<file path="src/rtl/parity_gen_stage.sv">
// Inserts a parity bit into each source word, with optional deliberate corruption,
// and buffers it through a 2-entry skid buffer that drives the FIFO push side.
module parity_gen_stage #(
  parameter int   DATA_WIDTH = 17,
  parameter logic PARITY     = 1'b1,
  parameter logic P_BIT      = 1'b1,
  parameter int   CNT_WIDTH  = 16
) (
  input  logic                  clk,
  input  logic                  rst,
  input  logic                  valid_in,
  output logic                  grant_out,
  input  logic [DATA_WIDTH-2:0] data_in,
  input  logic                  inject_err,
  output logic                  valid_out,
  input  logic                  grant_in,
  output logic [DATA_WIDTH-1:0] data_out,
  output logic [CNT_WIDTH-1:0]  word_cnt,
  output logic [CNT_WIDTH-1:0]  inj_cnt
);

  typedef enum logic [1:0] {EMPTY, ONE, TWO} state_t;

  state_t                state_q;
  logic [DATA_WIDTH-1:0] main_q;
  logic [DATA_WIDTH-1:0] skid_q;
  logic                  pend_q;
  logic                  valid_q;
  logic                  grant_q;
  logic [CNT_WIDTH-1:0]  word_cnt_q;
  logic [CNT_WIDTH-1:0]  inj_cnt_q;

  logic                  acc;
  logic                  xfer;
  logic                  corrupt;
  logic                  par;
  logic                  par_ins;
  logic [DATA_WIDTH-1:0] word_d;

  always_comb begin
    acc     = valid_in & grant_q;
    xfer    = valid_q & grant_in;
    corrupt = inject_err | pend_q;
    par     = PARITY ? (^data_in) : (~^data_in);
    par_ins = par ^ corrupt;
    word_d  = P_BIT ? {data_in, par_ins} : {par_ins, data_in};
  end

  always_ff @(posedge clk or posedge rst) begin
    if (rst) begin
      state_q    <= EMPTY;
      main_q     <= '0;
      skid_q     <= '0;
      pend_q     <= 1'b0;
      valid_q    <= 1'b0;
      grant_q    <= 1'b1;
      word_cnt_q <= '0;
      inj_cnt_q  <= '0;
    end else begin
      // An injection request survives until exactly one word absorbs it.
      if (acc) begin
        pend_q <= 1'b0;
      end else if (inject_err) begin
        pend_q <= 1'b1;
      end
      if (acc && corrupt) begin
        inj_cnt_q <= inj_cnt_q + CNT_WIDTH'(1);
      end
      if (xfer) begin
        word_cnt_q <= word_cnt_q + CNT_WIDTH'(1);
      end

      case (state_q)
        EMPTY: begin
          if (acc) begin
            main_q  <= word_d;
            state_q <= ONE;
            valid_q <= 1'b1;
            grant_q <= 1'b1;
          end
        end
        ONE: begin
          if (acc && !xfer) begin
            skid_q  <= word_d;
            state_q <= TWO;
            grant_q <= 1'b0;
          end else if (xfer && !acc) begin
            state_q <= EMPTY;
            valid_q <= 1'b0;
          end else if (acc && xfer) begin
            main_q <= word_d;
          end
        end
        TWO: begin
          if (xfer) begin
            main_q  <= skid_q;
            state_q <= ONE;
            grant_q <= 1'b1;
          end
        end
        default: begin
          state_q <= EMPTY;
          valid_q <= 1'b0;
          grant_q <= 1'b1;
        end
      endcase
    end
  end

  assign valid_out = valid_q;
  assign grant_out = grant_q;
  assign data_out  = main_q;
  assign word_cnt  = word_cnt_q;
  assign inj_cnt   = inj_cnt_q;

endmodule

</file>
<file path="config.mk">
export PLATFORM = sky130hd
export DESIGN_NAME = parity_gen_stage
export DESIGN_NICKNAME = d
export VERILOG_FILES = /design/src/rtl/parity_gen_stage.sv
export SDC_FILE = /design/constraint.sdc
export NUM_CORES = 1
export LEC_CHECK = 0
export CAP_MARGIN = 20
export CORE_MARGIN = 3
export CORE_UTILIZATION = 50
export DETAILED_ROUTE_END_ITERATION = 8
export HOLD_SLACK_MARGIN = 0.12
export PLACE_DENSITY = 0.88
export SYNTH_ARGS = -nofsm -noshare
export SYNTH_HDL_FRONTEND = slang
export SYNTH_SLANG_ARGS = --single-unit
</file>
<file path="constraint.sdc">
create_clock -name clk -period 2.8 [get_ports clk]
set_clock_uncertainty 0.15 [all_clocks]
set_input_delay 0.28 -clock clk [delete_from_list [all_inputs] [get_ports clk]]
set_output_delay 0.28 -clock clk [all_outputs]
set_load 0.05 [all_outputs]
</file>
; ---- Yosys cells after proc, flatten, opt, wreduce, memory -nomap -nowiden
; Index checks and enable logic that the tools add are counted.
[totals]
ff_bits = 71
latch_bits = 0
mem_bits_rw = 0
mem_bits_ro = 0
in_bits = 21
n_memories = 0
[classes]
add_sub_neg = 2
multipliers = 0
div = 0
n_lt_le_gt_ge = 0
eq_ne = 10
shift = 0
muxes = 20
n_bitwise = 5
reduce_logical = 15
[ops]
columns = operator, n
row1 = $mux 17, 5
row2 = $pmux 17 s3, 1
row3 = $add 16x1->16 const B, 2
row4 = $reduce_xor 16->1, 1
row5 = $ne 2x2->1 const B, 7
row6 = $mux 2, 4
row7 = $mux 1, 7
row8 = $pmux 1 s3, 2
row9 = $pmux 2 s3, 1
row10 = $reduce_and 3->1, 2
row11 = $reduce_and 6->1, 1
row12 = $logic_and 1x1->1, 4
row13 = $reduce_and 4->1, 1
row14 = $ne 3x3->1 const B, 1
row15 = $reduce_bool 3->1, 1
row16 = $and 1x1->1, 2
row17 = $eq 2x1->1 const B, 1
row18 = $eq 2x2->1 const B, 1
row19 = $logic_not 1->1, 2
row20 = $logic_not 2->1, 1
row21 = $reduce_and 2->1, 1
row22 = $reduce_bool 2->1, 1
row23 = $not 1->1, 1
row24 = $or 1x1->1, 1
row25 = $xor 1x1->1, 1

; ---- Longest topological paths before layout
[depth]
word_depth = 6
depth_mapped = 9
ltp_nobuf = 8

; ---- Worst setup path after synthesis
; No wires, ideal clock.
[synth_timing]
path_kind = reg-to-reg
startpoint = register valid_q (netlist: valid_out)
endpoint = register main_q[10] (netlist: data_out[10])
setup_ns = 0.133
arrival_time_ns = 2.015
required_time_ns = 2.517
path_slack_ns = 0.502
path_stages_with_launch = 9
period_less_slack_ns = 2.298
cell_sequence = dfrtp_1 > nand2_1 > inv_1 > ha_1 > nand4bb_1 > a21oi_1 > nor2_2 > clkbuf_1 > o21ai_0
[synth_between]
elab_chain_len = 5
word_cells_on_any_way = 10
[synth_lines]
columns = element, line_no
row1 = start: declaration, 28  ; logic valid_q;
row2 = start signal: assignment, 55  ; valid_q <= 1'b0;
row3 = start signal: assignment, 78  ; valid_q <= 1'b1;
row4 = start signal: assignment, 89  ; valid_q <= 1'b0;
row5 = $and 1x1->1 (*), 42  ; xfer = valid_q & grant_in;
row6 = named net xfer, 34  ; logic xfer;
row7 = $logic_not 1->1, 83  ; if (acc && !xfer) begin
row8 = $logic_and 1x1->1, 83
row9 = $ne 2x2->1 (no line), -
row10 = $reduce_and 6->1 (no line) (*), -
row11 = end signal: assignment, 76  ; main_q <= word_d;
row12 = end signal: assignment, 91  ; main_q <= word_d;
row13 = end signal: assignment, 96  ; main_q <= skid_q;
row14 = end: declaration, 25  ; logic [DATA_WIDTH-1:0] main_q;
; Mark *: on every way through the listed nets, which the timed path passes. The rest lies on a longest branch.
; A chain may end at the register's enable or synchronous reset.

; ---- Final worst setup path
[layout_timing]
startpoint = register grant_q (netlist: grant_out)
endpoint = register main_q[0] (netlist: data_out[0])
[layout_between]
elab_chain_len = 5
word_cells_on_any_way = 10
[layout_lines]
columns = element, line_no
row1 = start: declaration, 29  ; logic grant_q;
row2 = start signal: assignment, 56  ; grant_q <= 1'b1;
row3 = start signal: assignment, 79  ; grant_q <= 1'b1;
row4 = start signal: assignment, 86  ; grant_q <= 1'b0;
row5 = $and 1x1->1 (*), 41  ; acc = valid_in & grant_q;
row6 = $logic_not 1->1, 87  ; end else if (xfer && !acc) begin
row7 = $logic_and 1x1->1, 87
row8 = $ne 2x2->1 (no line), -
row9 = $reduce_and 6->1 (no line) (*), -
; Mark *: on every way between the ends. The rest lies on a longest branch, timed or not.

==> run summary <==
CTS Sinks - 71
Root Driver - clkbuf_8
Crit Path Class - reg -> reg
I/O Buffers - 71
Remaining DRCs - 0
final hold vios - 0
CTS Hold Bufs - 0
Worst Setup SP - grant_out
area delta synth->final - 32.6%
antenna violations before repair - 0
crit end category - flop
Skew-Pair Late Insertion Delay - 0.34 ns
Starting DRT DRC Count - 106
total CTS buffers - 9
LEAKAGE - 1.89 nW
CP max stage cell - dfstp_2
total global routing overflow - 0
total setup buffers inserted after CTS - 0
antenna viol nets, final - 0
CTS tree - yes
Avg Inst Size Synth - 11.6 um^2
Clk pin slew, worst setup/hold paths - 0.07 ns
Netlist cell types - 37
placed insts - 424
dpl hpwl - 4870 um
1st-pass router iterations - 4
share of cells above drive strength 1 - 12.6%
Final period util - 82.6%
area leader, netlist - dfrtp_1
IR drop worst, VDD - 0.316 mV
Mapped Cells - 280
Design Power - 2.07 mW
global-route usage over all layers - 19.2%
Top Ports - 72
RSZ-0062 raised after global routing - no
Die ar. - 0.00752 mm^2
Tmin final - 2.31 ns
syn_nets - 306
Slew @ Worst Pin - 0.524 ns
top-area cell type share of the netlist area - 53.8%
Pins Over Slew Limit - 0
Final Wtd Congestion - 0.797
non-filler instance count after layout - 441
Pwr Density - 479 mW/mm^2
Synth area leaders - dfrtp_1 54%, xnor2_1 8.6%, mux2_2 5.9%
H-tree levels - 3
CP cell instances - and2_1 -> inv_1 -> ha_1 -> nand4bb_1 -> a21oi_1 -> nor2_2 -> buf_8 -> nand2_1 -> o311ai_2
n_diodes - 0
synth warn - 0
post-layout net count - 387
final WL - 6840 um
Peak Freq - 433 MHz
drt wl/cell - 15.5 um
r2r startpoint - grant_out
vias in the first global route - 2408
post-synthesis sequential area ratio - 54.6%
Final setup violation count - 0
Worst EP required - 2.86 ns
mapped cell area - 0.00326 mm^2
via count - 2325
CP arrival - 2.37 ns
Slew HR - 65.0%
area of the core - 0.00613 mm^2
Critical Path Fanout Max - 31
Crit path largest cell delay - 0.57 ns
worst-case reg-to-reg path depth - 9
die extent in y - 86.7 um
CTS Buffer Depth - 2
CP Launch Type - flop
Chip Width - 86.7 um
largest net degree at the start of global routing - 50
Post-CTS Resized - 0
status - finished, final reports clean
#FFs+latches synth - 71
worst min path class - in -> async
max-cap viol count - 0
tightest hold margin - 0.139 ns
drt via density - 5.27
# rows - 28
first-pass GRT wire length - 11100 um
Initial Util - 53.1%
-- final timing paths --
kind                                     to  slack (ns)
worst max-delay path            data_out[0]        0.49
worst min-delay path            word_cnt[4]        0.14
worst max register to register  data_out[0]        0.49
worst min register to register  inj_cnt[15]        0.33
max in group asynchronous         grant_out        1.68
min in group clk                inj_cnt[15]        0.33
-- area by class of cell --
type | instances | area (um^2)
clock inverter | 5 | 81.3
tap | 75 | 93.8
fill | 454 | 1810
timing repair buffer | 77 | 776
sequential | 71 | 1780
clock buffer | 11 | 141
inverter | 10 | 37.5
multi-input combinational | 192 | 1410
-- per-layer routing --
metal	part of all wire, %	wire, um	GRT usage, %	vias to the layer above
met5	0	0	0	-
met4	1.3	91	9.21	0
met3	5.5	378	4.18	9
met2	50	3430	31.8	66
met1	43	2950	23.7	1131
li1	-	-	-	1119
-- cells in the final DEF, fill, tap and decap left out, types with 2 or more instances in the layout --
cell type	netlist	final
buf_4	0	4
nand2_1	33	33
mux2_2	17	17
dfrtp_1	70	70
a21oi_1	2	2
nor3_1	5	5
mux2i_1	16	16
nand2b_1	2	2
clkdlybuf4s50_1	0	71
o21ai_1	3	3
nand3_1	6	6
ha_1	5	5
xnor2_1	32	32
xnor3_1	2	2
nand3b_1	2	2
nand4_1	12	12
inv_1	10	9
nor2_1	13	13
xor2_1	9	9
clkbuf_8	0	10
bufinv_16	0	2
o21ai_0	16	16
o21a_1	2	2
-- worst max-delay path, delay by kind of cell (launching register included) --
kind	cells	cell delay (ns)
AND/OR/NAND/NOR	4	0.65
flip-flops	1	0.57
AO/OA/AOI/OAI	2	0.34
buffers and inverters	2	0.25
adder cells (fa/ha/maj)	1	0.20
-- metrics by stage --
step	utilization, %	worst slack, ns	instance area [um^2]	setup TNS (ns)
finish	70.4	0.488	4320	0
global route	70.4	0.317	4320	0
CTS	70.2	0.0320	4300	0
detailed placement	66.6	-0.221	4080	-2.95
global placement	66.6	-0.0153	4080	-0.180
floorplan	-	0.502	3260	0
-- power breakdown --
group / switching (mW) / internal, mW
sequential: 0.0000000000000000182 / 1.02
combinational: 0.0626 / 0.0683
clock: 0.386 / 0.526
-- flip-flops by register name, indices dropped and copies added, names as in the netlist --
register and flops:
pend_q 1, inj_cnt 16, state_q 2, skid_q 17
grant_out 1, valid_out 1, data_out 17, word_cnt 16
-- synthesized netlist by cell type, drive strengths merged --
library cell and number:
mux2i 16, or2 1, nand4 12, nand2b 2
nor2b 1, clkbuf 3, dfstp 1, nor4 1
o21a 2, xnor2 33, nor3 5, nand2 33
buf 4, o211a 1, nor2 14, nand3b 2
nand4bb 1, inv 10, xnor3 2, xor2 9
and4 1, ha 5, a21oi 2, o311ai 1
a211o 1, dfrtp 70, o22ai 1, or3 1
nand3 6, and2 1, and3 1, o21ai 19
mux2 18
-- cells by family (layout without fill, tap and decap cells) --
logic type / after synthesis / in the layout / share of synthesized area, %
and+or+nand+nor: 82 / 82 / 12.3
DFF: 71 / 71 / 54.6
xor gates and xnor gates: 44 / 44 / 12.9
muxes: 34 / 34 / 11.3
AOI/OAI and AO/OA: 27 / 27 / 4.95
buffers and inverters: 17 / 103 / 2.11
adders and majority gates: 5 / 5 / 1.92
No activity file was read; power rests on OpenSTA's default activity.
==> edit, RTL diff (same settings) <==
The 3 states of `state_t` get a one-hot encoding in 3 bits.
--- a/src/rtl/parity_gen_stage.sv
+++ b/src/rtl/parity_gen_stage.sv
@@ -21,3 +21,3 @@
 
-  typedef enum logic [1:0] {EMPTY, ONE, TWO} state_t;
+  typedef enum logic [2:0] {EMPTY = 3'b001, ONE = 3'b010, TWO = 3'b100} state_t;
 
Check against the original RTL: no difference found for any inputs over 10 cycles, from zero or initial values and one cycle with rst high; not proved beyond that.
==> edit against the original RTL <==
  * Sequential cell count rose by 1
  * Global-route usage down 0.40 points
  * Cell area is 2.2% higher
  * Wire length fell by 3.0%
  * Worst hold slack improved by 50 ps
  * Largest cell class unchanged
  * Setup slack worse by 140 ps
  * Fmax down 5.9%
  * Area after synthesis up 3.9%
  * Die area rose by 3.6%
  * Critical path type unchanged
Power is not compared: it rests on default switching activity, and its combinational part moved more than twofold at a synthesized area within 25%.
==> edit: results <==
{
  "outcome": "complete, no violations",
  "cp.arrival_ps": 2560,
  "stdcell_count": 456,
  "met3_length_um": 322,
  "synth_common_cells": "70 x dfrtp_1, 38 x nand2_1, 33 x xnor2_1",
  "whs_ps": 189,
  "drive_gt1_frac": 0.116,
  "fillers": 494,
  "slew_headroom": 0.589,
  "min_period_over_period": 0.877,
  "routedWlPerCell_um": 14.6,
  "dpl.cell_count": 440,
  "met3_usage": 0.0456,
  "syn_inst": 294,
  "wl_met1_mm": 2.92,
  "place_congestion": 0.836,
  "grt_usage": 0.188,
  "startpoint": "valid_out",
  "final_util": 0.683,
  "nets": 400,
  "crit_fanout": 5,
  "dpl-instance-area_sq_mm": 0.00422,
  "gr-usage-met2": 0.304,
  "ys_seq_area_frac": 0.533,
  "drt-vias-per-instance": 5.35,
  "reg2regPathDepth": 8,
  "grt_max_degree": 73,
  "place_hpwl_mm": 4.86,
  "drtIter0Drc": 109
}
-- edit: cell count changes in the layout (fill, tap and decap cells not counted), moves of 3 or more --
cell / before / now
and3_1: 1 / 5
nand3_1: 6 / 12
o211ai_1: 0 / 3
nor3_1: 5 / 2
o21ai_1: 3 / 16
inv_1: 9 / 5
o21ai_0: 16 / 3
a21oi_1: 2 / 7
nand4_1: 12 / 7
nand2_1: 33 / 38
-- edit: critical path, stage by stage (launching register included) --
cell and delay (ps):
dfrtp_1 430, nand2_1 180, clkinv_1 230, ha_1 280, nand2b_1 160, nor4_2 390
o211ai_1 190, mux2_4 290, o211ai_2 70
-- edit: logic make-up after synthesis --
| group | after synthesis | share of synthesized area |
|---|---|---|
| DFF | 72 | 0.533 |
| adders and majority gates | 5 | 0.0185 |
| muxes | 33 | 0.105 |
| xor gates and xnor gates | 45 | 0.131 |
| buffers and inverters | 14 | 0.0207 |
| AOI/OAI and AO/OA | 34 | 0.0625 |
| and+or+nand+nor | 91 | 0.129 |
-- edit: power groups by stage --
stage | Combinational [mW] | Clock, mW | Sequential, mW
final | 0.490 | 0.793 | 1.15
after global routing | 0.523 | 0.857 | 1.16
after CTS | 0.494 | 0.819 | 1.15
after detailed placement | 0.493 | 0 | 1.17
after global placement | 0.485 | 0 | 1.16
after floorplan | 0.169 | 0 | 1.31
-- edit: layout make-up --
cell class / count / area [sq um] / area share
tap: 77 / 96.3 / 0.0218
sequential: 72 / 1800 / 0.409
multi-input combinational: 208 / 1510 / 0.342
clock buffer: 12 / 145 / 0.0329
inverter: 7 / 26.3 / 0.00595
timing repair buffer: 76 / 786 / 0.178
clock inverter: 4 / 45.0 / 0.0102
